## src/rtl/im_loader.sv

```systemverilog
// im_loader: boot-time instruction loader for the sisc core.
// Assembles a big-endian byte stream into 32-bit words, writes them to
// consecutive instruction-memory addresses starting at BASE_ADDR, and holds
// the core in reset (CORE_RST_F low) until the whole program is written.
//   CLK/RST            clock, async active-high reset
//   START/WORD_COUNT   load request and word count (sampled in IDLE/DONE/ERR)
//   BYTE_IN/VALID/READY byte stream handshake
//   IM_WE/ADDR/WDATA   instruction-memory write port
//   CORE_RST_F         active-low core reset
//   DONE/ERR           load complete / aborted on timeout
module im_loader #(
  parameter int unsigned          ADDR_W    = 16,
  parameter logic [ADDR_W-1:0]    BASE_ADDR = 16'h0000,
  parameter int unsigned          TIMEOUT   = 1024
) (
  input  logic              CLK,
  input  logic              RST,
  input  logic              START,
  input  logic [ADDR_W-1:0] WORD_COUNT,
  input  logic [7:0]        BYTE_IN,
  input  logic              BYTE_VALID,
  output logic              BYTE_READY,
  output logic              IM_WE,
  output logic [ADDR_W-1:0] IM_ADDR,
  output logic [31:0]       IM_WDATA,
  output logic              CORE_RST_F,
  output logic              DONE,
  output logic              ERR
);

  localparam int unsigned TW = (TIMEOUT > 2) ? $clog2(TIMEOUT) : 1;
  localparam logic [TW-1:0] TMO_LAST = TW'(TIMEOUT - 1);

  typedef enum logic [2:0] {
    S_IDLE,
    S_RECV,
    S_WRITE,
    S_DONE,
    S_ERR
  } state_t;

  state_t            state_q, state_d;
  logic              im_we_q, im_we_d;
  logic [ADDR_W-1:0] im_addr_q, im_addr_d;
  logic [31:0]       im_wdata_q, im_wdata_d;
  logic              core_rst_f_q, core_rst_f_d;
  logic              done_q, done_d;
  logic              err_q, err_d;
  logic              byte_ready_q, byte_ready_d;
  logic [1:0]        byte_idx_q, byte_idx_d;
  logic [ADDR_W-1:0] words_left_q, words_left_d;
  logic [TW-1:0]     tmo_q, tmo_d;
  logic [23:0]       asm_q, asm_d;

  logic accept;

  assign accept = BYTE_VALID && byte_ready_q;

  always_comb begin
    state_d      = state_q;
    im_we_d      = 1'b0;
    im_addr_d    = im_addr_q;
    im_wdata_d   = im_wdata_q;
    core_rst_f_d = core_rst_f_q;
    done_d       = done_q;
    err_d        = err_q;
    byte_idx_d   = byte_idx_q;
    words_left_d = words_left_q;
    tmo_d        = tmo_q;
    asm_d        = asm_q;

    case (state_q)
      S_IDLE, S_DONE, S_ERR: begin
        if (START) begin
          err_d = 1'b0;
          if (WORD_COUNT != '0) begin
            state_d      = S_RECV;
            words_left_d = WORD_COUNT;
            im_addr_d    = BASE_ADDR;
            byte_idx_d   = '0;
            tmo_d        = '0;
            done_d       = 1'b0;
            core_rst_f_d = 1'b0;
          end else begin
            state_d      = S_DONE;
            done_d       = 1'b1;
            core_rst_f_d = 1'b1;
          end
        end
      end
      S_RECV: begin
        if (accept) begin
          tmo_d      = '0;
          byte_idx_d = byte_idx_q + 2'd1;
          // Earlier bytes shift left, so the first byte ends up as the MSB.
          asm_d      = {asm_q[15:0], BYTE_IN};
          if (byte_idx_q == 2'd3) begin
            im_wdata_d = {asm_q, BYTE_IN};
            im_we_d    = 1'b1;
            state_d    = S_WRITE;
          end
        end else if (tmo_q == TMO_LAST) begin
          state_d      = S_ERR;
          err_d        = 1'b1;
          core_rst_f_d = 1'b0;
        end else begin
          tmo_d = tmo_q + 1'b1;
        end
      end
      S_WRITE: begin
        im_addr_d    = im_addr_q + 1'b1;
        words_left_d = words_left_q - 1'b1;
        if (words_left_q == ADDR_W'(1)) begin
          state_d      = S_DONE;
          done_d       = 1'b1;
          core_rst_f_d = 1'b1;
        end else begin
          state_d    = S_RECV;
          byte_idx_d = '0;
          tmo_d      = '0;
        end
      end
      default: state_d = S_IDLE;
    endcase

    byte_ready_d = (state_d == S_RECV);
  end

  always_ff @(posedge CLK or posedge RST) begin
    if (RST) begin
      state_q      <= S_IDLE;
      im_we_q      <= 1'b0;
      im_addr_q    <= BASE_ADDR;
      im_wdata_q   <= '0;
      core_rst_f_q <= 1'b0;
      done_q       <= 1'b0;
      err_q        <= 1'b0;
      byte_ready_q <= 1'b0;
      byte_idx_q   <= '0;
      words_left_q <= '0;
      tmo_q        <= '0;
      asm_q        <= '0;
    end else begin
      state_q      <= state_d;
      im_we_q      <= im_we_d;
      im_addr_q    <= im_addr_d;
      im_wdata_q   <= im_wdata_d;
      core_rst_f_q <= core_rst_f_d;
      done_q       <= done_d;
      err_q        <= err_d;
      byte_ready_q <= byte_ready_d;
      byte_idx_q   <= byte_idx_d;
      words_left_q <= words_left_d;
      tmo_q        <= tmo_d;
      asm_q        <= asm_d;
    end
  end

  assign BYTE_READY = byte_ready_q;
  assign IM_WE      = im_we_q;
  assign IM_ADDR    = im_addr_q;
  assign IM_WDATA   = im_wdata_q;
  assign CORE_RST_F = core_rst_f_q;
  assign DONE       = done_q;
  assign ERR        = err_q;

endmodule

```

## config.mk

```make
export PLATFORM = sky130hd
export DESIGN_NAME = im_loader
export DESIGN_NICKNAME = d
export VERILOG_FILES = /design/src/rtl/im_loader.sv
export SDC_FILE = /design/constraint.sdc
export NUM_CORES = 1
export LEC_CHECK = 0
export ABC_AREA = 1
export CORE_ASPECT_RATIO = 0.8
export CORE_MARGIN = 1.5
export CORE_UTILIZATION = 54
export CTS_CLUSTER_DIAMETER = 80
export DETAILED_ROUTE_END_ITERATION = 16
export PLACE_DENSITY = 0.86
export SETUP_SLACK_MARGIN = 0.3
export SYNTH_ARGS = -nofsm -noshare
export SYNTH_HDL_FRONTEND = slang
export SYNTH_SLANG_ARGS = --single-unit
```

## constraint.sdc

```tcl
create_clock -name CLK -period 4.6 [get_ports CLK]
set_input_delay 0.92 -clock CLK [delete_from_list [all_inputs] [get_ports CLK]]
set_output_delay 0.92 -clock CLK [all_outputs]
set_load 0.05 [all_outputs]
```

==> results by group, run 1 <==
Status
  – Outcome: finished clean

Synthesis
  – Largest area contributor in the netlist: dfrtp_1
  – Syn_area_per_cell: between 7 and 8 sq um
  – Async set-or-reset flop fraction in the synthesized netlist: between 90% and 100%
  – Mapped Nets: approximately 740
  – Synth cell types: 31
  – Sequential-to-total area share from yosys stat: 49.8%
  – Yosys reg bits: roughly 110
  – Main flop type after synthesis: dfrtp_1
  – Largest cells by area after synthesis: dfrtp_1 50%, nand2_1 16%, o21ai_0 7.8%, inv_1 5.3%, nand3_1 5.1%
  – Synthesized cell area: ~5400 sq um
  – Synthesis warning total: 0
  – Synth top area share: 49.8%
  – EDFF count, synth: 0
  – Cells after Synth: around 700

Pwr
  – Combinational fraction of design power: approximately 38%
  – Sw Ratio: a little over two fifths
  – NetSw: approximately 0.0015 W
  – Internal power: about 0.002 W
  – Flop pwr share: between 40% and 50%
  – Peak VDD IR: between 0.2 and 0.3 mV
  – Clock share of power: approximately 22%
  – PD cells: 530 nW/um^2
  – Overall power: 0.00350 W
  – Lkg Pwr: between 3 and 4 nW

GRT
  – Largest net degree at the start of global routing: 57
  – Vias in the first global route: between 4000 and 5000
  – GR Overflow Total: 0
  – Initial antenna violation count: 0
  – First-pass GRT wire length: between 20 and 25 mm
  – GR Util All Layers: 25.0%

Hold path
  – Worst Hold Class: reg -> reg
  – Hold path depth: 2
  – Hold EP: IM_WDATA[23]
  – Worst Hold Launch: IM_WDATA[23]

Placement
  – Gpl congestion: roughly 0.83
  – Placement Setup Slack: around 1.6 ns
  – IO Port Bufs: 80
  – HPWL after detailed placement: just under 9 mm

STA
  – Final setup violation count: 0
  – Setup ws final: 1.90 ns
  – Skew final: between 0.01 and 0.015 ns
  – Part of the cycle the worst path needs: 58.7%
  – Max transition margin: approximately 52%
  – Pins Over Slew Limit: 0
  – Final Hold Viols: 0
  – Peak Freq: roughly 370 MHz
  – Worst Tran Pin Value: ~0.73 ns
  – Fin crit period: about 2.7 ns
  – Final setup TNS: 0 ns
  – RSZ-0062 raised after global routing: false

Die
  – Core Box Area: 9690 sq um
  – Die width: approximately 120 microns
  – Die area: roughly 11000 sq um
  – Site row count: 32
  – Die Height: 92.6 microns
  – Starting density of the core: 56.0%
  – I/O Pins: between 80 and 90

Drt
  – Antenna Nets Post-Route: 0
  – Total iterations of the first detailed-routing run: 7
  – Remaining DRCs: 0
  – Via count: roughly 4900
  – Drt wl/cell: between 10 and 15 microns
  – Vias/cell: ~5.3
  – Final wirelength: 12.5 mm
  – Initial DRC count: about 470

Final layout
  – Fill cell count: 802
  – Fraction of layout instances using a drive strength above 1: under 10%
  – Ant diodes: 0
  – P&R area growth vs syn: 21.7%
  – Fin nets: 809

Worst setup path
  – R2R cell count: 8
  – Crit Reg-Reg Startpoint: state_q[0]
  – CP Data Arrival Time: around 2.9 ns
  – Setup slack, reg-to-reg: between 2 and 2.5 ns
  – Crit path kind: in -> reg
  – Critical path peak fanout: 53
  – Critical path startpoint category: input pin
  – Worst r2r dst: words_left_q[9]
  – Req. time, crit path: a little under 5 ns
  – CP endpoint kind: register

Clock tree
  – Skew-Pair Late Insertion Delay: 0.36 ns
  – Post-CTS Hold Buffers: 0
  – Root buffer cell: clkbuf_16
  – Clk slew on worst S/H paths: 0.08 ns
  – Cts bufs inserted: 9
  – Maximum buffer depth of the clock tree: 2
  – Post-CTS Setup Bufs: 0
  – Clock Sink Count: between 100 and 150
  – CTS tree: yes
  – CTS resizes: 0
  – H-tree lvl count: 3

Run
  – Max-Cap Viols: 0
## cell type report
cell class                      instances  area [sq um]  area share (%)
Sequential cell                       108          2700            40.9
Tap cell                              136           170            2.58
Clock buffer                            9           225            3.41
Multi-Input combinational cell        494          2290            34.8
Inverter                               79           299            4.53
Clock inverter                          7          77.6            1.18
Timing Repair Buffer                   84           831            12.6
## registers in the layout (all words and copies together) (netlist names), 2 cells and up
register,cells
asm_q,24
IM_ADDR,16
tmo_q,10
IM_WDATA,32
state_q,3
byte_idx_q,2
words_left_q,16
## power groups by stage
stage	sequential (W)	combinational, W	clock [W]
after floorplan	0.00160	0.000771	0
after global placement	0.00141	0.00126	0
after detailed placement	0.00142	0.00131	0
after CTS	0.00140	0.00131	0.000784
after global routing	0.00144	0.00146	0.000826
final	0.00141	0.00132	0.000777
## logic make-up (layout without fill, tap and decap cells)
family / Yosys count / in the layout / synth area share, %
flip-flops: 108 / 108 / 49.8
AO/OA/AOI/OAI: 95 / 95 / 9.09
buffers and inverters: 100 / 179 / 7.82
XOR/XNOR: 9 / 9 / 1.45
adder cells (fa/ha/maj): 5 / 5 / 1.15
AND/OR/NAND/NOR: 385 / 385 / 30.6
## layer usage
| layer | part of all wire [%] | global-route usage, % |
|---|---|---|
| met5 | 0 | 0 |
| met4 | 1.5 | 6.58 |
| met3 | 7.0 | 6.87 |
| met2 | 46 | 40.7 |
| met1 | 45 | 33.1 |
## cells in the mapped netlist (all sizes together), types with 4 or more instances
master,instances
xor2,6
inv,79
nand2,232
buf,12
nand4,12
nor2,63
ha,5
clkbuf,9
nor3,6
a21oi,4
dfrtp,108
or2,12
o21ai,86
nand3,56
## cell usage in the layout (no fill, tap or decap), types with 3 or more instances in the layout
| cell type | instances |
|---|---|
| a21oi_1 | 4 |
| buf_4 | 4 |
| clkbuf_16 | 9 |
| clkdlybuf4s50_1 | 80 |
| dfrtp_1 | 108 |
| ha_1 | 5 |
| inv_1 | 75 |
| inv_2 | 3 |
| inv_6 | 3 |
| nand2_1 | 228 |
| nand3_1 | 55 |
| nand3b_1 | 3 |
| nand4_1 | 12 |
| nor2_1 | 58 |
| nor2_4 | 3 |
| nor3_1 | 5 |
| o21ai_0 | 84 |
| o22ai_1 | 3 |
| or2_2 | 12 |
| xnor2_1 | 3 |
| xor2_1 | 6 |
## through the flow
stage	hold slack, ns	util [%]	cell area, sq um	cells
floorplan	0.446	-	5420	702
global placement	0.460	65.0	6300	901
detailed placement	0.463	65.0	6300	901
CTS	0.488	68.1	6600	917
global route	0.518	68.1	6600	917
finish	0.489	68.1	6600	917
## critical path, stage by stage
cell	delay (ns)
clkdlybuf4s50_1	0.45
nand2_1	0.23
nor2_1	0.23
inv_1	0.09
nor2_4	0.29
inv_2	0.38
nand2_1	0.17
inv_1	0.04
nand2_1	0.08
nor2_1	0.05
## how the worst max path moves through the flow
stage | slack (ns) | start | cells past startpoint | to
finish | 1.90 | BYTE_VALID | 10 | BYTE_READY
global route | 1.68 | BYTE_VALID | 10 | BYTE_READY
CTS | 1.91 | BYTE_VALID | 10 | BYTE_READY
detailed placement | 1.55 | BYTE_VALID | 10 | BYTE_READY
global placement | 1.64 | BYTE_VALID | 10 | BYTE_READY
floorplan | 0.83 | RST | 1 | BYTE_READY
(Power assumes the default switching activity.)
==> run 2, diff against run 1 <==
- clock period: 4.6 -> 2.7 ns (I/O delays scaled with it)
==> run 2 against run 1 <==
Net effect:
- first-iteration DRC count grew 4.5%
- cell count is the same
- utilization shrank 0.078 points
- sequential share of layout area is essentially flat
- global-route usage grew 0.64 points
- combinational power grew 71%
- critical path depth shrank 9
- setup slack lost 1.4 ns
==> results by group, run 2 (same netlist as run 1, synthesis figures left out) <==
STA
  – RSZ-0062 raised after global routing: false (unchanged)
  – Peak Freq: ~450 MHz
  – Final setup TNS: 0 ns (unchanged)
  – Worst Tran Pin Value: 0.728 ns (was 0.725 ns)
  – Final Hold Viols: 0 (unchanged)
  – Pins Over Slew Limit: 0 (unchanged)
  – Max transition margin: 51.4% (was 51.6%)
  – Skew final: 0.00746 ns (was 0.0111 ns)
  – Fin crit period: between 2 and 2.5 ns
  – Final setup violation count: 0 (unchanged)
  – Part of the cycle the worst path needs: 82.1%

Die
  – Core Box Area: 9690 sq um (unchanged)
  – Die Height: 92.6 microns (unchanged)
  – I/O Pins: 81 (unchanged)
  – Die area: 10700 sq um (unchanged)
  – Die width: 115 microns (unchanged)
  – Site row count: 32 (unchanged)
  – Starting density of the core: 56.0% (unchanged)

Placement
  – Cell area after placement: 6320 sq um (was 6300 sq um)
  – Gpl congestion: 0.910 (was 0.834)
  – IO Port Bufs: 80 (unchanged)
  – HPWL after detailed placement: 8.79 mm (was 8.70 mm)

Drt
  – Remaining DRCs: 0 (unchanged)
  – Final wirelength: 12.8 mm (was 12.5 mm)
  – Vias/cell: 5.42 (was 5.31)
  – Drt wl/cell: 14.0 microns (was 13.6 microns)
  – Initial DRC count: 490 (was 469)
  – Total iterations of the first detailed-routing run: 5 (was 7)
  – Via count: 4966 (was 4866)
  – Antenna Nets Post-Route: 0 (unchanged)

Pwr
  – Peak VDD IR: 0.465 mV (was 0.277 mV)
  – PD cells: 896 nW/um^2 (was 530 nW/um^2)
  – Lkg Pwr: 3.09 nW (was 3.10 nW)

Clock tree
  – Post-CTS Setup Bufs: 0 (unchanged)
  – Cts bufs inserted: 9 (unchanged)
  – Clk slew on worst S/H paths: 0.07 ns (was 0.08 ns)
  – Skew-Pair Late Insertion Delay: 0.35 ns (was 0.36 ns)
  – Post-CTS Hold Buffers: 0 (unchanged)
  – Clock Sink Count: 108 (unchanged)
  – CTS resizes: 0 (unchanged)
  – H-tree lvl count: 3 (unchanged)
  – CTS tree: yes (unchanged)
  – Maximum buffer depth of the clock tree: 2 (unchanged)
  – Root buffer cell: clkbuf_16 (unchanged)

Final layout
  – Fraction of layout instances using a drive strength above 1: 6.15% (was 6.27%)
  – Most common cell after layout, fill and taps aside: nand2_1 (unchanged)
  – Fin area: 6590 sq um (was 6600 sq um)
  – Ant diodes: 0 (unchanged)
  – Max FFs per register: 32 (unchanged)
  – Fin nets: 810 (was 809)
  – P&R area growth vs syn: 21.6% (was 21.7%)
  – Most frequent cells in the layout: 228 x nand2_1, 108 x dfrtp_1, 84 x o21ai_0, 80 x clkdlybuf4s50_1, 75 x inv_1 (unchanged)

Worst setup path
  – Req. time, crit path: 2.16 ns (was 4.84 ns)
  – Number of buffers and inverters on the critical path: 1 (was 4)
  – Max incr delay on CP: 0.86 ns (was 0.45 ns)
  – Critical path startpoint category: register (was input pin)
  – Worst path depth: 1 (was 10)
  – Critical-path top delay cell: clkdlybuf4s50_1 (unchanged)
  – Crit path kind: reg -> out (was in -> reg)
  – R2R cell count: 6 (was 8)
  – CP endpoint kind: output pin (was register)
  – Top delay family on crit path: buffers and inverters (was simple AND/OR/NAND/NOR gates)
  – CP Cell Sequence: clkdlybuf4s50_1 (was clkdlybuf4s50_1 > nand2_1 > nor2_1 > inv_1 > nor2_4 > inv_2 > nand2_1 > inv_1 > nand2_1 > nor2_1)
  – CP Data Arrival Time: 1.68 ns (was 2.94 ns)
  – Critical path peak fanout: 6 (was 53)

GRT
  – Largest net degree at the start of global routing: 109 (was 57)
  – Vias in the first global route: 4712 (was 4613)
  – GR Overflow Total: 0 (unchanged)
  – Initial antenna violation count: 0 (unchanged)
  – GR Util All Layers: 25.6% (was 25.0%)
  – First-pass GRT wire length: 21.5 mm (was 21.0 mm)

Hold path
  – Worst Hold Class: reg -> reg (unchanged)
  – Hold path depth: 2 (unchanged)

Status
  – Outcome: finished clean (unchanged)

Run
  – Max-Cap Viols: 0 (unchanged)
run 2: cell types whose count changed in the layout (fill, tap and decap cells not counted), sizes merged:
| cell | change |
|---|---|
| clkinvlp | +1 |
| clkbuf | +1 |
| clkinv | -1 |
| inv | -2 |
| buf | +1 |
run 2: worst paths after layout:
path                              from         endpoint  slack [ns]
setup / recovery           IM_ADDR[11]      IM_ADDR[11]        0.48
hold / removal             IM_WDATA[6]      IM_WDATA[6]        0.48
setup reg to reg            state_q[0]  words_left_q[1]        0.65
hold reg to reg            IM_WDATA[6]      IM_WDATA[6]        0.48
max in group asynchronous          RST      IM_ADDR[12]        1.57
min in group asynchronous          RST  words_left_q[2]        0.70
run 2: per-stage QoR:
step                      setup slack [ns]  hold WS [ns]  total power, W  instances  utilization [%]
final                                0.484         0.482         0.00590        917             68.0
after global routing                 0.420         0.500         0.00630        917             68.0
after CTS                            0.477         0.485         0.00591        917             68.0
after detailed placement             0.377         0.462         0.00465        902             65.2
after global placement               0.481         0.459         0.00454        902             65.2
after floorplan                      0.835         0.446         0.00404        702                -
run 2: worst register-to-register path: cells and delay by family, from the launching register on:
| family | cells | cell delay, ns |
|---|---|---|
| compound gates | 1 | 0.20 |
| buf+inv | 1 | 0.22 |
| flops | 1 | 0.46 |
| simple gates | 4 | 1.01 |
run 2: layout make-up:
class | count | area, sq um
repair buffers | 85 | 851
clock inverters | 5 | 45.0
inverters | 79 | 300
fillers | 766 | 3100
well taps | 136 | 170
multi-input cells | 494 | 2290
flip-flops and latches | 108 | 2700
clock buffers | 10 | 229
run 2: power breakdown:
group          internal (W)  leakage (nW)  total [W]  switching, W
Combinational      0.000700          1.53    0.00226       0.00156
Clock              0.000636         0.131    0.00125      0.000610
Sequential          0.00206          1.43    0.00240      0.000335
Total               0.00340          3.09    0.00590       0.00251
run 2: routing by layer:
metal	global-route usage, %	share of wire [%]	up-vias
met5	0	0	-
met4	9.47	1.7	0
met3	7.33	7.8	24
met2	41.0	48	203
met1	33.3	43	2358
li1	-	-	2381
